===== config.mk =====
export PLATFORM = sky130hd
export DESIGN_NAME = fetch_ctrl_flat
export DESIGN_NICKNAME = d
export VERILOG_FILES = /design/src/rtl/fetch_ctrl_pkg.sv /design/src/rtl/fetch_ctrl_if.sv /design/src/rtl/fetch_npc_sel.sv /design/src/rtl/fetch_ctrl.sv /design/src/flat_wrapper.sv
export SDC_FILE = /design/constraint.sdc
export NUM_CORES = 1
export LEC_CHECK = 0
export CAP_MARGIN = 20
export CORE_MARGIN = 2
export CORE_UTILIZATION = 25
export DETAILED_ROUTE_END_ITERATION = 12
export PLACE_DENSITY_LB_ADDON = 0.08
export SLEW_MARGIN = 30
export SYNTH_ARGS = -nofsm -noshare
export SYNTH_HDL_FRONTEND = slang
export SYNTH_SLANG_ARGS = --single-unit

===== constraint.sdc =====
create_clock -name clk -period 3.3 [get_ports clk]
set_clock_uncertainty 0.15 [all_clocks]
set_input_delay 0.33 -clock clk [delete_from_list [all_inputs] [get_ports clk]]
set_output_delay 0.33 -clock clk [all_outputs]
set_load 0.005 [all_outputs]

===== src/rtl/fetch_ctrl_pkg.sv =====
// Shared definitions for the instruction-fetch sequencer.
//   - fetch_st_e      : sequencer state encoding (2 bits)
//   - FETCH_RESET_PC  : core reset entrance, first fetch address
//   - FETCH_ADDR_W    : address / instruction width
//   - EXC_* indices   : where if_excp_ade lands in the pipeline ExcBus
package fetch_ctrl_pkg;

    localparam int          FETCH_ADDR_W   = 32;
    localparam logic [31:0] FETCH_RESET_PC = 32'hBFC0_0000;

    // ExcBus layout seen by decode: one bit per exception code, fetch
    // address errors map onto AdEL.
    localparam int EXC_BUS_W      = 32;
    localparam int EXC_IDX_ADEL   = 4;
    localparam int EXC_IDX_IF_ADE = EXC_IDX_ADEL;

    typedef enum logic [1:0] {
        ST_IDLE    = 2'd0,
        ST_REQ     = 2'd1,
        ST_WAIT    = 2'd2,
        ST_DISCARD = 2'd3
    } fetch_st_e;

endpackage


===== src/rtl/fetch_ctrl_if.sv =====
// Instruction-bus handshake bundle.
//   master : fetch side, drives ibus_req/ibus_addr, samples the acks/data
//   slave  : memory side
interface fetch_ctrl_if #(
    parameter int ADDR_W = 32
);
    logic              ibus_req;
    logic [ADDR_W-1:0] ibus_addr;
    logic              ibus_addr_ok;
    logic              ibus_data_ok;
    logic [ADDR_W-1:0] ibus_rdata;

    modport master (
        output ibus_req, ibus_addr,
        input  ibus_addr_ok, ibus_data_ok, ibus_rdata
    );

    modport slave (
        input  ibus_req, ibus_addr,
        output ibus_addr_ok, ibus_data_ok, ibus_rdata
    );
endinterface


===== src/rtl/fetch_npc_sel.sv =====
// Next fetch-PC priority select (combinational).
//   flush/flush_pc       : redirect, highest priority
//   br_flag/br_addr      : branch resolved this cycle
//   pend_br/pend_addr    : branch buffered from an earlier cycle
//   fetch_pc             : current fetch PC
//   next_pc              : value fetch_pc takes on flush or advance
//   clr_pend             : pending branch is cancelled regardless of advance
module fetch_npc_sel
    import fetch_ctrl_pkg::*;
#(
    parameter int ADDR_W = FETCH_ADDR_W
) (
    input  logic              flush,
    input  logic [ADDR_W-1:0] flush_pc,
    input  logic              br_flag,
    input  logic [ADDR_W-1:0] br_addr,
    input  logic              pend_br,
    input  logic [ADDR_W-1:0] pend_addr,
    input  logic [ADDR_W-1:0] fetch_pc,
    output logic [ADDR_W-1:0] next_pc,
    output logic              clr_pend
);

    always_comb begin
        next_pc = fetch_pc + ADDR_W'(4);
        if (flush)        next_pc = flush_pc;
        else if (br_flag) next_pc = br_addr;     // same-cycle branch bypasses the buffer
        else if (pend_br) next_pc = pend_addr;
    end

    assign clr_pend = flush;

endmodule


===== src/rtl/fetch_ctrl.sv =====
// Instruction-fetch sequencer: owns the fetch PC, runs the ibus handshake
// with at most one request outstanding, and fills a one-entry output slot.
//   clk, rstn          : clock, async active-low reset
//   stall              : decode cannot take the slot this cycle
//   flush, flush_pc    : redirect pulse and target
//   br_flag, br_addr   : taken branch pulse and target
//   ibus               : instruction bus (master side)
//   if_valid/pc/inst   : output slot
//   if_excp_ade        : slot carries a misaligned-fetch address error
module fetch_ctrl
    import fetch_ctrl_pkg::*;
#(
    parameter int                ADDR_W   = FETCH_ADDR_W,
    parameter logic [ADDR_W-1:0] RESET_PC = FETCH_RESET_PC
) (
    input  logic              clk,
    input  logic              rstn,
    input  logic              stall,
    input  logic              flush,
    input  logic [ADDR_W-1:0] flush_pc,
    input  logic              br_flag,
    input  logic [ADDR_W-1:0] br_addr,
    fetch_ctrl_if.master      ibus,
    output logic              if_valid,
    output logic [ADDR_W-1:0] if_pc,
    output logic [ADDR_W-1:0] if_inst,
    output logic              if_excp_ade
);

    fetch_st_e         r_state, w_state_nxt;
    logic [ADDR_W-1:0] r_fetch_pc;
    logic              r_pend_br;
    logic [ADDR_W-1:0] r_pend_addr;

    logic              w_slot_free;
    logic              w_misalign;
    logic              w_req;
    logic [ADDR_W-1:0] w_ibus_addr;
    logic              w_load;
    logic              w_load_ade;
    logic              w_adv;
    logic [ADDR_W-1:0] w_next_pc;
    logic              w_clr_pend;

    // Only request when the slot can take the result, so the slot is
    // guaranteed empty by the time data comes back.
    assign w_slot_free = !if_valid || !stall;
    assign w_misalign  = (r_fetch_pc[1:0] != 2'b00);

    fetch_npc_sel #(.ADDR_W(ADDR_W)) u_npc_sel (
        .flush     (flush),
        .flush_pc  (flush_pc),
        .br_flag   (br_flag),
        .br_addr   (br_addr),
        .pend_br   (r_pend_br),
        .pend_addr (r_pend_addr),
        .fetch_pc  (r_fetch_pc),
        .next_pc   (w_next_pc),
        .clr_pend  (w_clr_pend)
    );

    always_comb begin
        w_state_nxt = r_state;
        w_req       = 1'b0;
        w_ibus_addr = '0;
        w_load      = 1'b0;
        w_load_ade  = 1'b0;
        w_adv       = 1'b0;
        case (r_state)
            ST_IDLE: w_state_nxt = ST_REQ;
            ST_REQ: begin
                w_ibus_addr = r_fetch_pc;
                w_req       = w_slot_free && !w_misalign;
                if (w_misalign) begin
                    // Misaligned PC never reaches the bus; it becomes an
                    // address-error slot and fetch moves on.
                    if (w_slot_free && !flush) begin
                        w_load     = 1'b1;
                        w_load_ade = 1'b1;
                        w_adv      = 1'b1;
                    end
                end else if (w_req && ibus.ibus_addr_ok) begin
                    w_state_nxt = flush ? ST_DISCARD : ST_WAIT;
                end
            end
            ST_WAIT: begin
                if (ibus.ibus_data_ok) begin
                    w_state_nxt = ST_REQ;
                    if (!flush) begin
                        w_load = 1'b1;
                        w_adv  = 1'b1;
                    end
                end else if (flush) begin
                    w_state_nxt = ST_DISCARD;
                end
            end
            ST_DISCARD: begin
                // A flush here only retargets fetch_pc; the stale reply
                // still has to be absorbed before a new request.
                if (ibus.ibus_data_ok) w_state_nxt = ST_REQ;
            end
            default: w_state_nxt = ST_IDLE;
        endcase
    end

    assign ibus.ibus_req  = w_req;
    assign ibus.ibus_addr = w_ibus_addr;

    always_ff @(posedge clk or negedge rstn) begin
        if (!rstn) r_state <= ST_IDLE;
        else       r_state <= w_state_nxt;
    end

    always_ff @(posedge clk or negedge rstn) begin
        if (!rstn) begin
            r_fetch_pc  <= RESET_PC;
            r_pend_br   <= 1'b0;
            r_pend_addr <= '0;
        end else begin
            if (flush || w_adv) r_fetch_pc <= w_next_pc;
            // An advance consumes the buffered branch; a branch arriving
            // on an advance cycle went straight into next_pc.
            if (w_clr_pend || w_adv) begin
                r_pend_br <= 1'b0;
            end else if (br_flag) begin
                r_pend_br   <= 1'b1;
                r_pend_addr <= br_addr;
            end
        end
    end

    always_ff @(posedge clk or negedge rstn) begin
        if (!rstn) begin
            if_valid    <= 1'b0;
            if_pc       <= '0;
            if_inst     <= '0;
            if_excp_ade <= 1'b0;
        end else if (flush) begin
            if_valid <= 1'b0;
        end else if (w_load) begin
            if_valid    <= 1'b1;
            if_pc       <= r_fetch_pc;
            if_inst     <= w_load_ade ? '0 : ibus.ibus_rdata;
            if_excp_ade <= w_load_ade;
        end else if (!stall) begin
            if_valid <= 1'b0;
        end
    end

endmodule


===== src/flat_wrapper.sv =====
// flat-port wrapper written by rule: the top's interface ports become plain ports
module fetch_ctrl_flat import fetch_ctrl_pkg::*;
#(
    parameter int                ADDR_W   = FETCH_ADDR_W,
    parameter logic [ADDR_W-1:0] RESET_PC = FETCH_RESET_PC
)
  (clk, rstn, stall, flush, flush_pc, br_flag, br_addr, if_valid, if_pc, if_inst, if_excp_ade, ibus_ibus_req, ibus_ibus_addr, ibus_ibus_addr_ok, ibus_ibus_data_ok, ibus_ibus_rdata);
  fetch_ctrl_if #(.ADDR_W(ADDR_W)) ibus_i ();
  input  logic clk;
  input  logic rstn;
  input  logic stall;
  input  logic flush;
  input  logic [ADDR_W-1:0] flush_pc;
  input  logic br_flag;
  input  logic [ADDR_W-1:0] br_addr;
  output logic if_valid;
  output logic [ADDR_W-1:0] if_pc;
  output logic [ADDR_W-1:0] if_inst;
  output logic if_excp_ade;
  output wire logic [$bits(ibus_i.ibus_req)-1:0] ibus_ibus_req;
  output wire logic [$bits(ibus_i.ibus_addr)-1:0] ibus_ibus_addr;
  input wire logic [$bits(ibus_i.ibus_addr_ok)-1:0] ibus_ibus_addr_ok;
  input wire logic [$bits(ibus_i.ibus_data_ok)-1:0] ibus_ibus_data_ok;
  input wire logic [$bits(ibus_i.ibus_rdata)-1:0] ibus_ibus_rdata;
  assign ibus_ibus_req = ibus_i.ibus_req;
  assign ibus_ibus_addr = ibus_i.ibus_addr;
  assign ibus_i.ibus_addr_ok = ibus_ibus_addr_ok;
  assign ibus_i.ibus_data_ok = ibus_ibus_data_ok;
  assign ibus_i.ibus_rdata = ibus_ibus_rdata;
  fetch_ctrl #(.ADDR_W(ADDR_W), .RESET_PC(RESET_PC)) u_core (.clk(clk), .rstn(rstn), .stall(stall), .flush(flush), .flush_pc(flush_pc), .br_flag(br_flag), .br_addr(br_addr), .ibus(ibus_i), .if_valid(if_valid), .if_pc(if_pc), .if_inst(if_inst), .if_excp_ade(if_excp_ade));
endmodule

==> Yosys cells after proc, flatten, opt, wreduce, memory -nomap -nowiden <==
Index checks and enable logic that the tools add are counted.
{ "op_classes": {"n_addsub": 1, "eq_ne": 8, "muxes": 24, "bitwise_logic": 2, "reduce_logical": 15} }
{ "ops": {"columns": ["operator", "n"], "rows": [
  ["two-way mux 32 bit", 5],
  ["adder 32 x 3 -> 32 bit (second input constant)", 1],
  ["two-way mux 1 bit", 12],
  ["two-way mux 2 bit", 5],
  ["one-hot mux 2 bit (4 select lines)", 1],
  ["equality test 2 bit (second input constant)", 2],
  ["zero test 1 bit", 4],
  ["inequality test 2 bit (second input constant)", 2],
  ["AND reduction 2 bit", 2],
  ["AND reduction 4 bit", 1],
  ["nonzero test 2 bit", 2],
  ["logical AND 1 bit", 3],
  ["inequality test 3 x 1 -> 1 bit (second input constant)", 1],
  ["inequality test 3 bit (second input constant)", 1],
  ["equality test 2 x 1 -> 1 bit (second input constant)", 1],
  ["zero test 2 bit", 1],
  ["logical OR 1 bit", 2],
  ["inequality test 2 x 1 -> 1 bit (second input constant)", 1],
  ["inverter 1 bit", 2],
  ["one-hot mux 1 bit (2 select lines)", 1]
]} }
{ "totals": {"reg_bits": 133, "output_inout_bits": 99} }

==> Depth between registers and ports, before layout <==
Gate-level depths: netlist of run 1.
{ "logic_depth": {"ltp_word": 9, "ltp_mapped": 10, "ltp_nobuf": 7} }

==> Modules after synthesis <==
From an unflattened synthesis of run 1, not the netlist that was laid out.
{ "unflattened": {"cells_unflattened": 596, "area_unflattened_um2": 6901.6} }
{ "modules_own_cells": {"columns": ["mod", "instances", "cells_per_inst", "area_per_inst_um2", "seq_area_each_um2"], "rows": [
  ["fetch_ctrl", 1, 348, 5407.7, 3339.5],
  ["fetch_npc_sel", 1, 248, 1493.9, 0.0]
]} }

==> Worst setup path after synthesis of run 1 <==
Ideal clock, no wire load.
{ "synth_path": {"path_type": "flip-flop to flip-flop", "from": "register u_core.r_state[1]", "to": "register u_core.r_pend_addr[0]", "arrival_time_ns": 2.011, "t_required_ns": 3.025, "path_slack_ns": 1.014, "stages_incl_launch_ff": 10, "path_cell_list": "dfrtp_1 > inv_1 > ha_1 > buf_4 > a21bo_2 > o31ai_4 > nor2_2 > nand2_1 > buf_6 > mux2_2"} }
{ "synth_between": {"elab_chain_len": 5} }
{ "synth_rtl": {"columns": ["element", "line_no", "rtl"], "rows": [
  ["start, declared", "fetch_ctrl.sv:30", "fetch_st_e r_state, w_state_nxt;"],
  ["start signal, assigned", "fetch_ctrl.sv:111", "else r_state <= w_state_nxt;"],
  ["equality test 2 bit or equality test 2 x 1 -> 1 bit (tied branches)", "fetch_ctrl.sv:69", "case (r_state)"],
  ["one-hot mux 1 bit (2 select lines) (*)", "fetch_ctrl.sv:69", null],
  ["logical OR 1 bit (*)", "fetch_ctrl.sv:123", "if (w_clr_pend || w_adv) begin"],
  ["inverter 1 bit (no line) (*)", null, null],
  ["AND reduction 2 bit (no line) (*)", null, null],
  ["end signal, assigned", "fetch_ctrl.sv:127", "r_pend_addr <= br_addr;"],
  ["end, declared", "fetch_ctrl.sv:33", "logic [ADDR_W-1:0] r_pend_addr;"]
]} }
Every way passes the cells marked *; elsewhere a longest branch is shown, timed or not.
A chain may end at the register's enable or synchronous reset.

==> Worst setup path after layout of run 1 <==
{ "layout_path": {"from": "register u_core.r_state[0]", "to": "register u_core.r_pend_addr[0]"} }
The elaborated chain is that of the path after synthesis.

==> run metrics, run 1 <==
outcome=complete, no violations; post-route fraction of the period consumed by the critical path=0.8222; Post-DRT Antenna Nets=0; unrepaired setup endpoints after global routing=no; violation count after the first detailed-route iteration=400; vias in the first global route=6451; Post-synth ARST share=1.000; required time at the endpoint of the critical path=3.45 ns; Worst setup EP type=register; Pint=5495 µW; clock slew seen by the registers of the worst setup and hold paths=0.06 ns; r2r worst-path depth=8; synthesized netlist net count=roughly 800; CTS Buffer Depth=2; vias after detailed routing=6214; final-stage net count=992; Synth Flop Type=dfrtp_1; aggregate global-route resource usage=0.1710; synth top area cells=dfrtp_1, nand2_1, mux2_2, a22o_1, dfstp_2; Sequential Area=3339 µm²; maximum resistive drop on vdd=about 280 µV; headroom to the max-slew limit=0.4352; routed wirelength normalized by instance count=19.60 µm; synthesis-to-finish area growth=43.52%; Setup-failing EPs final=0; number of setup buffers added after CTS=0; kind of launch point of the worst setup path=register; multi-input logic area=between 3000 and 4000 µm²; PnR Total Power=8520 µW; critical path class=register to register; leakage=between 0.004 and 0.005 µW; post-synthesis instance area=6839 µm²; max-capacitance violation count=0; maximum net fanout on the critical path=20; part of the total power dissipated in sequential elements=0.355; global-route wire length before repair=approximately 38000 µm; unique cell type count in the Yosys netlist=between 60 and 70; kind of path behind the tightest hold check=input pin to register; power share of the clock group=0.227; initial antenna violation count=0; top library cells by usage in the layout, fill and taps aside=clkdlybuf4s50_1, nand2_1, dfrtp_1, and2_1; die boundary height=169.4 µm; deepest level of the CTS H-tree=4; mean cell area of the mapped netlist=9.770 µm²; area of the placeable core=26880 µm²; count of flip-flops with a built-in enable after synthesis=0; Sum Neg Setup Slack=0 ns; Initial Util=0.2545; buffer type at the clock tree root=clkbuf_16; flop2flop setup slack=0.59 ns; TritonCTS clock tree=built; wirelength, routed=around 24000 µm; power density over the cells=867.9 nW/µm²; standard-cell row count=60; die outline area=28690 µm²; largest net degree at the start of global routing=68; Yosys top cell by area=dfrtp_1; total of flip-flops plus latches after synthesis=133; clock latency of the later-clocked register in the worst-skew pair=0.42 ns; via/cell ratio=5.015; total inserted antenna cells=0; final worst path period need=2.713 ns; reg2reg start=u_core.r_state[0]; Sw Share=0.3550; Max Slew Vio Count=0; endpoint arrival time on the critical path=2.87 ns; Die X-Extent=169.4 µm; Setup crit end=u_core.r_pend_addr[0]; number of instances resized during post-cts repair=0; final weighted congestion in routability-driven placement=around 0.8; total grt overflow=0; top-level port count=202; hold slack final=0.06763 ns; final hold viol count=0; share of total power in combinational logic=0.418; hpwl dp=17190 µm; clk sinks=133; number of fill cells in the layout=2718; Hold Buf Count CTS=1; number of CTS-inserted buffers=17; sequential cell area fraction in the yosys report=0.4883; Critical R2R Capture=u_core.r_pend_addr[0]; count of mapped cells out of synthesis=700; number of I/O port buffers=201; number of design rule violations left after detail routing=0; Synth top area share=0.4537; layout cells sized above 1=0.1269; CP Launch Point=u_core.r_state[0]; maximum achievable frequency=0.3686 GHz; first-pass iteration count of the detailed router=5; net load switching power=roughly 3000 µW; pin slew with the least headroom to its limit=0.8471 ns; most common library cell in the layout ignoring fill and taps=clkdlybuf4s50_1; Synth warnings=0
[critical path: stages (launching register included)]
cell and delay [ns]:
dfrtp_1 0.39, inv_1 0.08, ha_1 0.44, nand3b_1 0.21, o31ai_4 0.10, nor2_2 0.49
nand2_1 0.15, buf_4 0.27, mux2_2 0.31
[cell usage after synthesis, types with 3 or more instances]
cell type	number
nand4_1	10
a22o_1	32
xor2_1	3
o31a_1	3
a221oi_1	11
mux2_2	33
o21ai_0	27
a22oi_1	7
nor4_1	3
nor3_1	10
o211ai_1	9
dfrtp_1	124
nor2_1	33
nand3_1	20
and3_1	9
dfstp_2	9
a211oi_1	7
a221o_1	8
buf_6	3
ha_1	4
buf_2	23
mux2i_1	7
nand2_1	134
o31ai_1	3
a31oi_1	12
and2_1	35
inv_1	9
o22ai_1	4
clkbuf_1	26
a21oi_1	18
buf_1	4
nand2b_1	3
and4_1	5
[state kept, by name, indices dropped and copies added, names as in the netlist]
signal              count
u_core.r_pend_br        1
u_core.r_fetch_pc      32
u_core.r_state          2
u_core.r_pend_addr     32
u_core.if_excp_ade      1
u_core.if_inst         32
u_core.if_pc           32
u_core.if_valid         1
[cell families after synthesis]
family / after synthesis / synth area share
flip-flops: 133 / 0.4883
AO/OA/AOI/OAI: 170 / 0.1855
multiplexers: 40 / 0.06458
adder cells (fa/ha/maj): 4 / 0.007318
XOR/XNOR: 5 / 0.006404
buffers and inverters: 67 / 0.04482
AND/OR/NAND/NOR: 281 / 0.2031
[stage by stage]
step,setup slack (ns),std cells,area [µm²],utilization
after detailed placement,0.5649,1206,9209,0.3426
after global routing,0.4195,1239,9816,0.3652
after floorplan,1.014,700,6839,-
after CTS,0.5341,1239,9816,0.3652
after global placement,0.6039,1206,9209,0.3426
final,0.5867,1239,9816,0.3652
[routing by layer]
| layer | global-route usage | routed length (µm) | part of all wire | vias to the layer above |
|---|---|---|---|---|
| met5 | 0 | 0 | 0 | - |
| met3 | 0.03895 | 1219 | 0.050 | 19 |
| met4 | 0.05983 | 355 | 0.015 | 0 |
| met2 | 0.2673 | 11340 | 0.47 | 208 |
| met1 | 0.2328 | 11370 | 0.47 | 3082 |
| li1 | - | - | - | 2905 |
[final cells by class]
| cell class | count | area share |
|---|---|---|
| multi-input cells | 500 | 0.3275 |
| clock buffers | 17 | 0.04334 |
| repair buffers | 223 | 0.2242 |
| flip-flops and latches | 133 | 0.3402 |
| inverters | 10 | 0.003824 |
| well taps | 341 | 0.04347 |
| clock inverters | 15 | 0.01746 |
[power groups by stage]
stage               sequential [µW]  clock (µW)  combinational, µW
finish                         3030        1930               3560
global route                   3140        2080               3910
CTS                            3030        2000               3620
detailed placement             3040           0               3610
global placement               3020           0               3540
floorplan                      2810           0               1910
[worst min-delay path by stage]
stage                     start                 end  slack, ns  cells after the start
after floorplan            rstn  u_core.if_excp_ade      -0.12                      0
after global placement     rstn    u_core.if_pc[11]       0.23                      1
after detailed placement   rstn    u_core.if_pc[13]       0.24                      1
after CTS                 flush     u_core.if_valid       0.05                      2
after global routing      flush     u_core.if_valid       0.07                      2
final                     flush     u_core.if_valid       0.07                      2
(Power assumes the default switching activity.)
==> inputs of run 2 (changes only) <==
==> constraint.sdc (replaced) <==
create_clock -name clk -period 2.6 [get_ports clk]
set_clock_uncertainty 0.15 [all_clocks]
set_input_delay 0.26 -clock clk [delete_from_list [all_inputs] [get_ports clk]]
set_output_delay 0.26 -clock clk [all_outputs]
set_load 0.005 [all_outputs]
==> run 2 against run 1 <==
Power up 28%. Die area unchanged. First-iteration DRC count down 2.3%. Worst hold slack worse by 0.048 ns. Sequential share of layout area down 0.50 points. Worst setup slack worse by 0.42 ns. Sequential cell count unchanged. Clock power up 24%. Count of clock-buffer cells in the layout unchanged. Global-route usage up 0.43 points. Non-clock buffer count up 17. Largest cell class unchanged.
==> run metrics, run 2 (synthesis gave the netlist of run 1 again) <==
maximum resistive drop on vdd=403.6 µV (+43%); Max Slew Vio Count=0 (unchanged); routed wirelength normalized by instance count=19.95 µm (+1.8%); total grt overflow=0 (unchanged); first-pass iteration count of the detailed router=5 (unchanged); number of setup buffers added after CTS=0 (unchanged); standard-cell row count=60 (unchanged); final-stage net count=1009 (+1.7%); endpoint arrival time on the critical path=2.02 ns (-0.85 ns); Setup-failing EPs final=0 (unchanged); cell-by-cell trace of the critical path=inv_1, ha_2, buf_6, and2_1, clkdlybuf4s50_1; Post-DRT Antenna Nets=0 (unchanged); hold slack final=0.01977 ns (-0.04786 ns); CP peak stage delay=0.51 ns (+0.02 ns); required time at the endpoint of the critical path=2.19 ns (-1.26 ns); buffer type at the clock tree root=clkbuf_16; via/cell ratio=5.028 (+0.25%); power share of the clock group=0.219 (-0.008); number of CTS-inserted buffers=17 (unchanged); unrepaired setup endpoints after global routing=no; top library cells by usage in the layout, fill and taps aside=clkdlybuf4s50_1, nand2_1, dfrtp_1, and2_1, mux2_2; area of the placeable core=26880 µm² (unchanged); initial antenna violation count=0 (unchanged); Worst Path Buf+Inv=3 (+1); vias in the first global route=6420 (-0.48%); final hold viol count=0 (unchanged); Die X-Extent=169.4 µm (unchanged); die outline area=28690 µm² (unchanged); CTS Buffer Depth=2 (unchanged); dominant delay contributor by cell family on the critical path=buffers and inverters; pin slew with the least headroom to its limit=0.5806 ns (-0.2665 ns); violation count after the first detailed-route iteration=391 (-2.3%); outcome=complete, no violations; M1 GR Usage=0.2376 (+0.004772); post-route fraction of the period consumed by the critical path=0.9350; Initial Util=0.2545 (unchanged); clock latency of the later-clocked register in the worst-skew pair=0.43 ns (about the same); hold-critical path endpoint=u_core.if_valid; slowest library cell on the worst path=clkdlybuf4s50_1; leakage=0.004126 µW (+1.9%); clk sinks=133 (unchanged); headroom to the max-slew limit=0.6129 (+0.1777); kind of path behind the tightest hold check=input pin to register; final standard cell area without fillers=9962 µm² (+1.5%); most common library cell in the layout ignoring fill and taps=clkdlybuf4s50_1; max-capacitance violation count=0 (unchanged); hpwl dp=18220 µm (+6.0%); deepest level of the CTS H-tree=4 (unchanged); r2r worst-path depth=7 (-1); reg2reg start=u_core.r_state[0]; Sw Share=0.3580 (+0.003019); Top Usage Layer GRT=met2; aggregate global-route resource usage=0.1753 (+0.004281); vias after detailed routing=6315 (+1.6%); global-route wire length before repair=38110 µm (+1.2%); clock slew seen by the registers of the worst setup and hold paths=0.06 ns (about the same); final worst path period need=2.431 ns; placed cell area=9361 µm² (+1.7%); Critical R2R Capture=u_core.r_fetch_pc[30]; number of I/O port buffers=201 (unchanged); worst hold path depth=2 (unchanged); met2 routing resource usage after global routing=0.2790 (+0.01171); top-level port count=202 (unchanged); Pint=7000 µW (+27%); die boundary height=169.4 µm (unchanged); maximum net fanout on the critical path=20 (unchanged); part of the total power dissipated in sequential elements=0.349 (-0.006); met3 Use GR=0.03941 (+0.0004664); number of fill cells in the layout=2711 (-0.26%); Sequential Area=3339 µm² (unchanged); flop2flop setup slack=0.20 ns (-0.39 ns); final weighted congestion in routability-driven placement=0.8199 (-0.13%); number of design rule violations left after detail routing=0 (unchanged); total inserted antenna cells=0 (unchanged); Worst setup EP type=output port; critical path class=register to output port; power density over the cells=1095 nW/µm² (+26%); maximum achievable frequency=0.4114 GHz; multi-input logic area=3221 µm² (+0.19%); net load switching power=3904 µW (+29%); largest net degree at the start of global routing=58 (-15%); share of total power in combinational logic=0.432 (+0.014); wirelength, routed=25060 µm (+3.2%); layout cells sized above 1=0.1464 (+0.01950); kind of launch point of the worst setup path=register; synthesis-to-finish area growth=45.66%; TritonCTS clock tree=built; Hold Path Origin=flush
## run 2: power groups by stage
stage	clock [µW]	sequential (µW)	combinational [µW]
after floorplan	0	3560	2420
after detailed placement	0	3820	4750
final	2390	3800	4710
after CTS	2460	3790	4760
after global placement	0	3800	4660
after global routing	2570	3940	5160
## run 2: worst max-delay path by stage
stage,start,endpoint,slack (ns),cells after the start
final,u_core.r_state[1],ibus_ibus_addr[27],0.17,5
after CTS,u_core.r_state[1],ibus_ibus_addr[27],0.07,5
after detailed placement,u_core.r_state[0],u_core.r_fetch_pc[30],-0.004,7
after global routing,u_core.r_state[0],u_core.r_fetch_pc[24],0.02,7
after floorplan,u_core.r_state[1],u_core.r_pend_addr[0],0.31,9
after global placement,u_core.r_state[0],u_core.r_fetch_pc[30],0.14,7
## run 2: final cells by class
cell class,count,area share
sequential,133,0.3352
inverter,10,0.003768
clock buffer,17,0.04270
timing repair buffer,240,0.2374
tap,341,0.04283
multi-input combinational,500,0.3233
clock inverter,15,0.01482
## run 2: metrics by stage
stage                     cells  power, µW  setup TNS (ns)  utilization  setup slack (ns)
after floorplan             700       5989               0            -            0.3140
after global placement     1223       8454               0       0.3483            0.1389
after detailed placement   1223       8563       -0.003658       0.3483         -0.003658
after CTS                  1256      11020               0       0.3701           0.07074
after global routing       1256      11670               0       0.3707           0.01812
final                      1256      10900               0       0.3707            0.1691
## run 2: layer usage
layer | routed length [µm] | part of all wire
met5 | 0 | 0
met4 | 430 | 0.017
met3 | 1258 | 0.050
met2 | 11680 | 0.47
met1 | 11690 | 0.47
## run 2: timing repair
action,in CTS,in global routing
gates cloned,0,0
resized for setup,1,5
hold buffers,1,0
setup endpoints to repair,1,11
endpoints found under the hold margin,53,0
